===== config.mk =====
export PLATFORM = sky130hd
export DESIGN_NAME = reg_file_mp
export DESIGN_NICKNAME = d
export VERILOG_FILES = /design/src/rtl/reg_file_mp.sv
export SDC_FILE = /design/constraint.sdc
export NUM_CORES = 2
export LEC_CHECK = 0
export CORE_ASPECT_RATIO = 0.7
export CORE_MARGIN = 2
export CORE_UTILIZATION = 55
export CTS_BUF_LIST = sky130_fd_sc_hd__clkbuf_2
export CTS_CLUSTER_DIAMETER = 50
export DETAILED_ROUTE_END_ITERATION = 16
export GPL_ROUTABILITY_DRIVEN = 0
export PLACE_DENSITY = 0.82
export SLEW_MARGIN = 20
export SYNTH_ARGS = -nofsm -noshare
export SYNTH_HDL_FRONTEND = slang
export SYNTH_SLANG_ARGS = --single-unit

===== constraint.sdc =====
create_clock -name clk -period 41.8 [get_ports clk]
set_input_delay 12.54 -clock clk [delete_from_list [all_inputs] [get_ports clk]]
set_output_delay 12.54 -clock clk [all_outputs]
set_load 0.01 [all_outputs]

===== src/rtl/reg_file_mp.sv =====
// reg_file_mp: multi-port register file (rd_addr/rd_en -> registered rd_data, wr_* writeback with link and bypass, iss_* scoreboard -> pend/stall)
module reg_file_mp #(
  parameter int DATA_W = 64,
  parameter int NUM_REGS = 32,
  parameter int NUM_RD = 2,
  parameter int STORE_W = 32,
  localparam int AW = $clog2(NUM_REGS)
) (
  input  logic                     clk,
  input  logic                     rst,
  input  logic [NUM_RD*AW-1:0]     rd_addr,
  input  logic [NUM_RD-1:0]        rd_en,
  output logic [NUM_RD*DATA_W-1:0] rd_data,
  input  logic                     wr_en,
  input  logic [AW-1:0]            wr_addr,
  input  logic                     wr_link,
  input  logic [DATA_W-1:0]        wr_data,
  input  logic                     iss_en,
  input  logic [AW-1:0]            iss_addr,
  output logic                     stall,
  output logic [NUM_REGS-1:0]      pend
);
  logic [STORE_W-1:0] regs [NUM_REGS];
  logic [DATA_W-1:0] rdq [NUM_RD];
  logic [DATA_W-1:0] rv [NUM_RD];
  logic [NUM_RD-1:0] hz;
  logic [AW-1:0] wa;
  logic we;
  logic [NUM_REGS-1:0] clr, set;
  logic unused;
  assign unused = ^wr_data;
  assign wa = wr_link ? AW'(NUM_REGS - 1) : wr_addr;
  assign we = wr_en && wa != '0;
  assign clr = we ? NUM_REGS'(1) << wa : '0;
  assign set = (iss_en && iss_addr != '0) ? NUM_REGS'(1) << iss_addr : '0;
  genvar g;
  for (g = 0; g < NUM_RD; g++) begin : g_rd
    logic [AW-1:0] a;
    assign a = rd_addr[g*AW +: AW];
    assign rv[g] = (a == '0) ? '0 : DATA_W'((we && wa == a) ? wr_data[STORE_W-1:0] : regs[a]);
    assign hz[g] = rd_en[g] && a != '0 && pend[a] && !(we && wa == a);
    assign rd_data[g*DATA_W +: DATA_W] = rdq[g];
  end
  assign stall = |hz;
  always_ff @(posedge clk or posedge rst)
    if (rst) begin
      for (int i = 0; i < NUM_REGS; i++) regs[i] <= STORE_W'(i);
      for (int p = 0; p < NUM_RD; p++) rdq[p] <= '0;
      pend <= '0;
    end else begin
      if (we) regs[wa] <= wr_data[STORE_W-1:0];
      for (int p = 0; p < NUM_RD; p++) if (rd_en[p]) rdq[p] <= rv[p];
      pend <= (pend & ~clr) | set;
    end
endmodule

Yosys cells after proc, flatten, opt, wreduce, memory -nomap -nowiden --
Cells that the tools add are included.
Word-level totals: bits in registers 1184, bits of input ports 91, logic and storage cells 91, output and inout bits 161
Operators by class: order comparisons 6, mux-type cells 20, reduce and logical (&&, ||, !) cells 20, equal/unequal tests 2, bitwise gates (word level) 6, shift-type cells 2
Operators by type and width (count):
- $bwmux 1024 | 1
- $mux 32 | 11
- $bmux 32 s5 | 2
- $demux 32 s5 | 1
- $shl 1x5->32 const A | 2
- $and 32x32->32 | 1
- $not 32->32 | 1
- $or 32x32->32 | 1
- $reduce_bool 5->1 | 4
- $ge 6x6->1 const B | 3
- $not 5->6 | 3
- $lt 5x6->1 const B | 2
- $logic_and 1x1->1 | 11
- $bmux 1 s5 | 2
- $eq 5x5->1 | 2
- $logic_not 5->1 | 2
- $lt 6x1->1 const B | 1
- $mux 5 | 1
- $logic_not 1->1 | 2
- $mux 1 | 2
- $reduce_or 2->1 | 1

Logic depth before layout (Yosys ltp) --
word-level depth 7, mapped depth 10, mapped depth without buffers 5

Worst setup path after synthesis --
OpenSTA, ideal clock, no wires.
kind input to output, start input port rd_addr[5], end output port stall, data required time 29.260 ns, setup slack 14.958 ns, data arrival time 14.302 ns, buffers on the path 5, cell stages on the path 10, cell sequence buf_4 -> buf_6 -> buf_6 -> buf_4 -> buf_4 -> mux2_2 -> a22oi_1 -> nand4_1 -> nor3b_1 -> o2bb2ai_1
On the way: word-level cells in the longest chain between the ends 5, elaborated cells on any way between the ends 10, those cells by class eq/ne: 1; mux: 2; reduce/logical: 7
RTL lines:
- start, declared | line 11 | input logic [NUM_RD*AW-1:0] rd_addr,
- $bmux 1 s5 (tied with other cells) | line 41 | assign hz[g] = rd_en[g] && a != '0 && pend[a] && !(we && wa == a);
- $mux 1 (implied by the code) / $logic_and 1x1->1 (equally long branches) | line 41
- $logic_and 1x1->1 / $logic_not 1->1 (equally long branches) | line 41
- $logic_and 1x1->1 * | line 41
- $reduce_or 2->1 * | line 44 | assign stall = |hz;
- end, declared | line 20 | output logic stall,
Every way passes the cells marked *; elsewhere a longest branch is shown, timed or not. The select of a mux whose other input is x is not followed.

Final worst setup path --
start input port rd_addr[0], end output port stall
Same word-level chain as after synthesis.

==> impl.org <==
** Outcome
- Run status :: finished clean

** Floorplan
- Die Outline Area :: 0.110 sq mm
- Chip Width :: a little under 400 um
- Once the floorplan was initialized, standard cells occupied 55.6% of the core.
- Placement Rows :: 100
- Core box area :: about 0.11 sq mm
- ~250 I/O pins were placed.
- Measured along the y axis, the die boundary spans 278 um.

** Pwr
- VDD IR max :: 0.0307 mV
- Relative contribution of combinational cells to total power :: about a fifth
- The completed layout was analyzed and its total power is between 2 and 3 mW.
- Internal power comes to approximately 1.7 mW.
- For this design the ratio of total power to cell area is between 30 and 40 mW/mm^2.
- Of the total power, the share spent switching nets is 31.0%.
- Fraction of power consumed by sequential logic :: a little over half
- The share of total power dissipated in the clock network is approximately 28%.
- Pleak :: 29.1 nW
- Power spent charging and discharging nets :: approximately 780 uW

** Yosys
- Of the post-synthesis cell area, the dominant cell type holds a little over two fifths.
- Gate count of the mapped netlist :: between 4000 and 5000
- The synthesized netlist devotes about 6.0% of its cell area to compound gates.
- Share of cell area taken by muxes after synthesis :: 38.4%
- Counting flops with a built-in enable in the synthesized netlist gives 0.
- Counting flops and latches in the post-synthesis netlist gives approximately 1100.
- Number of distinct library cells after synthesis :: 67
- Synth async-reset ratio :: 100%
- Primary flip-flop cell chosen by synthesis mapping :: sky130_fd_sc_hd__dfrtp_1
- After synthesis the cells add up to about 0.059 sq mm.
- Post-synthesis share of cell area spent on xor and xnor gates :: less than 1%
- Yosys printed 0 warnings.
- The largest total area in the synthesized netlist belongs to sky130_fd_sc_hd__dfrtp_1.
- After synthesis, the cell types taking the most area are sky130_fd_sc_hd__dfrtp_1, sky130_fd_sc_hd__mux2_2, sky130_fd_sc_hd__mux4_2.
- After Yosys synthesis, and, or, nand and nor cells account for approximately 3.6% of the synthesized area.
- Sequential cells were found to cover a little under half of the synthesized design area.
- Mean post-synth cell area :: ~14 sq um
- Area share of fa/ha/maj cells after synthesis :: 0%
- Main combinational cell family by area after synthesis :: multiplexers

** Critical path
- Type of the worst setup path :: primary input to output pin
- STA classifies the critical path startpoint as a primary input.
- Required time at the worst-slack endpoint :: 29.26 ns
- Cell-by-cell listing of the critical path :: buf_8, buf_4, buf_4, mux2i_1, a22oi_1, nand4_1, nor3_1, o2bb2ai_1, clkdlybuf4s50_1
- Worst setup EP type :: output pin
- In this design, the stage delay of the slowest critical-path cell is ~0.85 ns.
- Measured in cells, the most critical reg-to-reg path has a length of 5.
- The slowest stage of the critical path is the sky130_fd_sc_hd__buf_4 cell.
- Critical path's most frequent cell :: sky130_fd_sc_hd__buf_4
- For the worst setup path, the data arrival time is around 16 ns.
- In this run the worst path has a maximum fanout of 64.

** Clock network
- For the worst-skew pair, the clock arrives at the later sink with an insertion delay of between 1.5 and 2 ns.
- CTS built an H-tree with a depth of 5.
- TritonCTS built the clock tree.
- The number of hold buffers added after CTS was 0.
- In this run the deepest clock path goes through 4 buffers.
- Clock tree synthesis inserted a total of approximately 280 buffers.
- Clock tree sinks :: 1120
- The cell sitting at the root of the clock tree is a sky130_fd_sc_hd__clkbuf_2.
- After clock tree synthesis, the setup repair step added 0 buffers.
- After clock tree synthesis, the clock-pin slew on the worst setup and hold paths is about 0.090 ns.
- Gates resized, CTS repair :: 0

** Timing
- Setup violation total in the final timing report :: 0
- Final hold slack :: about 0.4 ns
- Setup TNS :: 0 ns
- Final setup slack of the worst path :: ~13 ns
- Final critical-path required period :: 28.90 ns
- Derived from the worst setup path, the maximum achievable clock frequency is between 30 and 40 MHz.
- Final Hold Viols :: 0
- Setup repair after global routing left no endpoint under its margin.
- Least-Margin Pin Slew :: about 1.2 ns
- Clock skew on the completed layout was measured at around 0.12 ns.
- Final clock period utilization by the worst path :: between 60% and 70%
- Count of final max-slew check failures :: 0
- In this run the tightest slew margin relative to its limit is between 20 and 25%.

** Hold path
- Along the worst hold path, the cell count comes to 0.
- The tightest min-delay check is of the flip-flop to flip-flop type.

** Flow run
- The tool flagged a number of max-cap violations equal to 0.

** Route
- Total length of routed met3 wires :: 25.5 mm
- For this block, the initial DRC count from the detailed router was ~5800.
- The final layout contains routed wiring with a total length of 187 mm.
- Vias/cell :: roughly 7.0
- Total vias in the final route :: 41300
- Detailed routing placed a total of approximately 80 mm of wire on met2.
- Post-route ant nets :: 0
- In the final routed layout, each cell accounts on average for between 30 and 40 um.
- Signal routing reaches up to met5.
- Routed metal-1 wire length :: 72.7 mm
- DRC Markers :: 0
- Number of iterations in the first detailed-routing pass :: 6

** Placement
- The wire-length estimate of the detail-placed layout is 104 mm.
- Post-place setup slack :: 12.92 ns
- Count of buffers inserted at the top-level ports :: roughly 160

** Global routing
- Pin count of the biggest net entering global routing :: 190
- The first global-routing pass estimated 275 mm of wire.
- In the global route stage, overall resource usage came out at between 30% and 40%.
- For this run the aggregate overflow at the end of global routing stands at 0.
- Number of global-route vias before repair :: around 42000
- The number of antenna violations at the first check in global routing came to 5.

** Final layout
- Relative to the synthesized area, the layout overhead comes to 7.27%.
- In the final design database the tool counted approximately 4400 nets.
- Of the cells placed in the final design, the portion with a size suffix greater than 1 is 46.5%.
critical path: cells and delay by family:
kind,cells,cell delay (ns)
buffers and inverters,4,2.71
AO/OA/AOI/OAI,2,0.47
multiplexers,1,0.21
AND/OR/NAND/NOR,2,0.38
path summary, 6_finish.rpt:
check,from,endpoint,slack [ns]
setup / recovery,rd_addr[0],stall,12.90
hold / removal,regs[1005],regs[1005],0.40
setup reg to reg,regs[349],rd_data[29],39.54
hold reg to reg,regs[1005],regs[1005],0.40
max in group asynchronous,rst,regs[958],26.84
min in group asynchronous,rst,regs[357],11.56
cell type report:
class | count | area, sq um
inverter | 14 | 56.3
antenna | 6 | 15.0
timing repair buffer | 269 | 2390
multi-input combinational | 2576 | 28900
clock inverter | 61 | 262
fill | 8114 | 43000
clock buffer | 398 | 1990
sequential | 1120 | 28100
tap | 1428 | 1790
power groups by stage:
stage	sequential (mW)	clock, mW	combinational, mW
global route	1.34	0.776	0.495
detailed placement	1.34	0	0.461
finish	1.32	0.712	0.467
floorplan	1.32	0	0.333
CTS	1.32	0.718	0.463
global placement	1.33	0	0.449
state kept, by name, summed over array words and instances, names as in the netlist:
register,flops
regs,1024
rd_data,64
pend,32
synthesized netlist by cell type (all sizes together), types with 3 or more instances:
| library cell | count |
|---|---|
| inv | 14 |
| nor4b | 7 |
| nor4bb | 7 |
| dfrtp | 1040 |
| and2 | 8 |
| or4 | 4 |
| or3b | 5 |
| a32o | 3 |
| nor2 | 17 |
| nand3b | 6 |
| a32oi | 5 |
| nand3 | 7 |
| nor3b | 3 |
| a211oi | 43 |
| and4 | 3 |
| o211ai | 4 |
| a22o | 11 |
| a21o | 4 |
| nor3 | 39 |
| clkbuf | 244 |
| mux2 | 1005 |
| nand2b | 3 |
| o21ai | 16 |
| and4b | 4 |
| mux2i | 307 |
| a22oi | 147 |
| nor4 | 32 |
| a221o | 63 |
| xor2 | 4 |
| nor2b | 104 |
| o2bb2ai | 8 |
| buf | 282 |
| nand4 | 38 |
| o22ai | 146 |
| and3 | 5 |
| or3 | 4 |
| dfstp | 80 |
| a21oi | 11 |
| nand2 | 50 |
| mux4 | 371 |
kinds of logic (layout without fill, tap and decap cells):
kind of cell | count (synthesis) | after routing
muxes | 1683 | 1683
DFF | 1120 | 1120
other | 1 | 70
xor gates and xnor gates | 6 | 6
buffers and inverters | 540 | 742
and+or+nand+nor | 349 | 349
AOI/OAI and AO/OA | 474 | 474
routing by layer:
metal / GRT usage, % / up-vias
met5: 0.653 / -
met4: 17.8 / 4
met3: 11.7 / 678
met2: 46.5 / 2977
met1: 47.5 / 21400
li1: - / 16300
per-stage QoR:
stage	utilization [%]	area [sq um]	std cells
2_1_floorplan	-	59400	4236
3_5_place_dp	57.5	61200	5404
4_1_cts	59.6	63500	5863
5_1_grt	59.6	63500	5869
6_report	59.6	63500	5872
3_3_place_gp	57.5	61200	5402
cell usage in the layout, fill, tap and decap left out, drive strengths merged, types with 11 or more instances in the layout:
cell type      instances
a21oi                 11
mux4                 371
a221o                 63
mux2                1005
o22ai                146
clkdlybuf4s50        124
clkbuf               398
nor4                  32
a211oi                43
mux2i                307
nand2                 50
nand4                 38
a22o                  11
buf                  145
clkinv                54
o21ai                 16
nor2b                104
a22oi                147
dfstp                 80
conb                  64
inv                   19
dfrtp               1040
nor3                  39
nor2                  17
Note: power is estimated with default switching activity, not from simulation.
